===== src/rtl/count_arbiter_2ch.sv =====
// count_arbiter_2ch: round-robin arbiter sharing one loadable up-counter between two interval timers
module count_arbiter_2ch #(
  parameter int                 WIDTH = 4,
  parameter logic [WIDTH-1:0]   TERM  = {WIDTH{1'b1}}
) (
  input  logic             clk,
  input  logic             rst,
  input  logic             req0,
  input  logic [WIDTH-1:0] data0,
  input  logic             req1,
  input  logic [WIDTH-1:0] data1,
  input  logic             abort,
  output logic             gnt0,
  output logic             gnt1,
  output logic [WIDTH-1:0] count,
  output logic             busy,
  output logic             done0,
  output logic             done1
);
  typedef enum logic [1:0] {IDLE, RUN, DONE} state_t;
  state_t           r_state, w_next;
  logic             r_own, w_own, w_win, w_any, w_grant, w_term;
  logic [WIDTH-1:0] r_count, w_count;
  logic             r_gnt0, r_gnt1, r_busy, r_done0, r_done1;
  logic             w_gnt0, w_gnt1, w_busy, w_done0, w_done1;

  // r_own doubles as the round-robin pointer: it only changes on a grant, so it names the last served
  assign w_any   = req0 | req1;
  assign w_win   = (req0 & req1) ? ~r_own : req1;
  assign w_grant = (r_state == IDLE) & w_any;
  assign w_term  = r_count == TERM;

  // state register; reset leaves the pointer favouring requester 0
  always_ff @(posedge clk or negedge rst)
    if (!rst) begin
      r_state <= IDLE;
      r_own   <= 1'b1;
      r_count <= '0;
    end else begin
      r_state <= w_next;
      r_own   <= w_own;
      r_count <= w_count;
    end

  // next state: abort beats terminal count, DONE always falls back to IDLE
  always_comb
    w_next = (r_state == IDLE) ? (w_any ? RUN : IDLE) :
             (r_state == RUN)  ? (abort ? IDLE : (w_term ? DONE : RUN)) : IDLE;

  // next values of the registered outputs, derived from the upcoming state
  always_comb begin
    w_own   = w_grant ? w_win : r_own;
    w_count = (r_state == IDLE) ? (w_grant ? (w_win ? data1 : data0) : r_count) :
              (r_state == RUN)  ? (abort ? '0 : (w_term ? r_count : r_count + 1'b1)) : r_count;
    w_gnt0  = (w_next == RUN)  & ~w_own;
    w_gnt1  = (w_next == RUN)  &  w_own;
    w_done0 = (w_next == DONE) & ~w_own;
    w_done1 = (w_next == DONE) &  w_own;
    w_busy  = w_next != IDLE;
  end

  // output registers so every port comes straight from a flop
  always_ff @(posedge clk or negedge rst)
    if (!rst) begin
      r_gnt0  <= 1'b0;
      r_gnt1  <= 1'b0;
      r_busy  <= 1'b0;
      r_done0 <= 1'b0;
      r_done1 <= 1'b0;
    end else begin
      r_gnt0  <= w_gnt0;
      r_gnt1  <= w_gnt1;
      r_busy  <= w_busy;
      r_done0 <= w_done0;
      r_done1 <= w_done1;
    end

  assign gnt0  = r_gnt0;
  assign gnt1  = r_gnt1;
  assign busy  = r_busy;
  assign done0 = r_done0;
  assign done1 = r_done1;
  assign count = r_count;
endmodule


===== config.mk =====
export PLATFORM = sky130hd
export DESIGN_NAME = count_arbiter_2ch
export DESIGN_NICKNAME = d
export VERILOG_FILES = /design/src/rtl/count_arbiter_2ch.sv
export SDC_FILE = /design/constraint.sdc
export NUM_CORES = 1
export LEC_CHECK = 0
export CORE_MARGIN = 2
export CORE_UTILIZATION = 45
export CTS_CLUSTER_SIZE = 25
export DETAILED_ROUTE_END_ITERATION = 6
export PLACE_DENSITY = 0.81
export SLEW_MARGIN = 10
export SYNTH_ARGS = -nofsm -noshare
export SYNTH_HDL_FRONTEND = slang
export SYNTH_SLANG_ARGS = --single-unit

===== constraint.sdc =====
create_clock -name clk -period 4.5 [get_ports clk]
set_clock_uncertainty 0.1 [all_clocks]
set_input_delay 0.9 -clock clk [delete_from_list [all_inputs] [get_ports clk]]
set_output_delay 0.9 -clock clk [all_outputs]
set_load 0.02 [all_outputs]

==> flow_summary_export.csv <==
group,metric,value,unit
power,peakVddDrop,0.222,mV
logic_synthesis,synth_cells,57,
setup_path,ff2ff_path_depth,4,
setup_path,slowest_stage,"clkdlybuf4s50_1",
run,maxCapViolations,0,
logic_synthesis,ys_types,30,
grt,grt_pass1_vias,474,
outcome,outcome,"finished clean",
place,port_buffers,21,
layout,final_nets,95,
logic_synthesis,syn-cell-area,608,um^2
sta,maxSlewHeadroom,56.1,%
setup_path,critPathMaxFanout,5,
place,gp_congestion,0.855,
floorplan,start_util,47.3,%
layout,area_growth,42.0,%
drt,wirelength_met1,622,um
drt,routed_wl,1310,um
grt,grt_usage,18.3,%
floorplan,row_count,13,
logic_synthesis,synth_area_per_cell,10.7,um^2
setup_path,reg2reg_from,"r_state[0]$_DFF_PN0_",
sta,final.setup.tns,0,ns
cts,cts.sinks,12,
grt,grt_pass1_wl,1940,um
drt,ant_nets,0,
logic_synthesis,syn_nets,71,
setup_path,cp_cell_sequence,"clkdlybuf4s50_1 -> a21boi_1 -> mux2_2 -> a21oi_1 -> a21oi_1",
cts,htreeDepth,1,
setup_path,reg2reg_setup_slack,2.52,ns
grt,overflow,0,
cts,clock_latency,0.27,ns
drt,vias_per_cell,5.59,
sta,drv_slew,0,
floorplan,coreArea,1280,um^2
setup_path,worstPathRequired,4.54,ns
floorplan,ioPinCount,22,
sta,whs,0.494,ns
setup_path,crit_arrival,2.44,ns
layout,layout-drive-gt1-share,11.3,%
setup_path,r2r_end,"gnt1$_DFF_PN0_",
cts,cts_hold_buf,0,
logic_synthesis,synth-seq-cells,12,
setup_path,crit_end,"count[0]$_DFFE_PN0P_",
sta,period_needed,2.40,ns
drt,drt_pass1_iterations,4,
cts,cts_setup_buffers,0,
sta,tightest_slew,0.656,ns
grt,antenna_found_initial,0,
power,powerDensity,423,nW/um^2
sta,setup_viol,0,
worst_hold_path,hold_class,"register to register",
setup_path,crit_family,"compound AO/OA/AOI/OAI gates",
sta,rsz0062_at_grt,"no",
cts,path_clk_slew,0.07,ns
drt,drtIter0Drc,9,
floorplan,die_area,1660,um^2
sta,hold_viol,0,
drt,vias,531,
setup_path,crit_path_start_kind,"primary input",
floorplan,die_width,40.8,um
drt,routed-wl-met2,611,um
floorplan,die_h,40.8,um
setup_path,worst-path-buf-inv,1,
grt,grt_max_degree,13,
cts,cts.repair.resized,0,
setup_path,worst_path_largest_cell_delay,0.56,ns
setup_path,cp-end-kind,"register",
logic_synthesis,ys_seq_area_share,49.6,%
cts,cts_tree,"yes",
cts,clk_path_buf_depth,2,
layout,insertedDiodeCount,0,
cts,cts-root-buf,"clkbuf_4",
setup_path,critPathKind,"primary input to register",
setup_path,crit_cells,5,
layout,layout_common_cells,"clkdlybuf4s50_1 (21), dfrtp_1 (11), a21oi_1 (7)",
setup_path,crit_start,"req1",
power,leakagePower,0.357,nW
layout,nFillCells,118,
drt,wl_met3,62,um
cts,cts_made_buffers,3,
worst_hold_path,hold_path_depth,1,
drt,drc,0,
sta,fin_crit_sh,53.4,%
layout,final_common_cell,"clkdlybuf4s50_1",
drt,wl_per_cell,13.8,um
setup_path,crit_top_cell,"a21oi_1",
sta,max_freq,416,MHz
logic_synthesis,synth_warnings,0,
drt,top_layer,"met4",
## routing by layer
metal	GRT usage [%]	up-vias
met4	7.50	0
met5	0	-
li1	-	264
met3	4.89	2
met2	29.8	12
met1	22.7	253
## cell families (layout without fill, tap and decap cells)
logic type	count (synthesis)	after routing	synth area share, %
simple gates	20	20	18.9
mux	2	2	3.70
compound gates	17	17	22.2
buf+inv	5	28	3.50
fa+ha+maj	1	1	2.06
flops	12	12	49.6
## metrics by stage
stage | util (%) | power [mW] | area, um^2 | setup slack (ns) | instances
3_5_place_dp | 64.4 | 0.284 | 827 | 1.81 | 91
6_report | 67.2 | 0.366 | 863 | 2.10 | 95
3_3_place_gp | 64.4 | 0.279 | 827 | 1.84 | 91
4_1_cts | 67.2 | 0.369 | 863 | 2.10 | 95
5_1_grt | 67.2 | 0.388 | 863 | 2.01 | 95
2_1_floorplan | - | 0.222 | 608 | 2.47 | 57
## registers in the layout (all words and copies together) (netlist names)
register,flops
done0,1
done1,1
r_state,2
count,4
busy,1
r_own,1
gnt1,1
gnt0,1
## how the worst min path moves through the flow
stage,end,slack (ns),startpoint
after floorplan,r_own$_DFF_PN1_,0.45,r_own$_DFF_PN1_
after global placement,count[2]$_DFFE_PN0P_,0.47,count[2]$_DFFE_PN0P_
after detailed placement,count[2]$_DFFE_PN0P_,0.47,count[2]$_DFFE_PN0P_
after CTS,count[2]$_DFFE_PN0P_,0.49,count[2]$_DFFE_PN0P_
after global routing,count[1]$_DFFE_PN0P_,0.55,count[1]$_DFFE_PN0P_
final,count[2]$_DFFE_PN0P_,0.49,count[2]$_DFFE_PN0P_
## final cells by class
type                    instances  area, um^2  share of cell area, %
clock buffers                   4        36.3                   4.20
inverters                       3        11.3                   1.30
multi-input cells              40         285                   33.0
flip-flops and latches         12         302                   34.9
well taps                      15        18.8                   2.17
repair buffers                 21         210                   24.3
## synth_stat cells, drive strengths merged
master   n  share of area (%)
a21boi   1                1.2
a21oi    7                5.8
a221o    1                1.6
a221oi   1                1.4
a311oi   1                4.3
a31oi    1                1.0
a32o     2                3.3
and2     2                2.1
and3     1                1.0
buf      1               0.82
clkbuf   1               0.82
dfrtp   11                 45
dfstp    1                4.3
ha       1                2.1
inv      3                1.9
mux2     2                3.7
nand2    1               0.62
nand2b   3                3.1
nand3    1               0.82
nand4    1                1.0
nor2     4                2.5
nor2b    1                1.0
nor3     2                2.5
nor3b    1                1.2
nor4     2                2.1
o21ai    1               0.82
o311ai   1                1.4
o31ai    1                1.2
or2      1                1.0
## report_power, final
group / switching (mW) / total (mW) / internal (mW)
Combinational: 0.0640 / 0.130 / 0.0656
Clock: 0.0340 / 0.0831 / 0.0491
Sequential: 0.0203 / 0.153 / 0.132
Total: 0.118 / 0.366 / 0.247
## worst register-to-register path, delay by kind of cell (launching register included)
family           cells  cell delay, ns
AO/OA/AOI/OAI        2            0.61
flip-flops           1            0.47
AND/OR/NAND/NOR      2            0.73
Power figures use the tool's default switching activity.
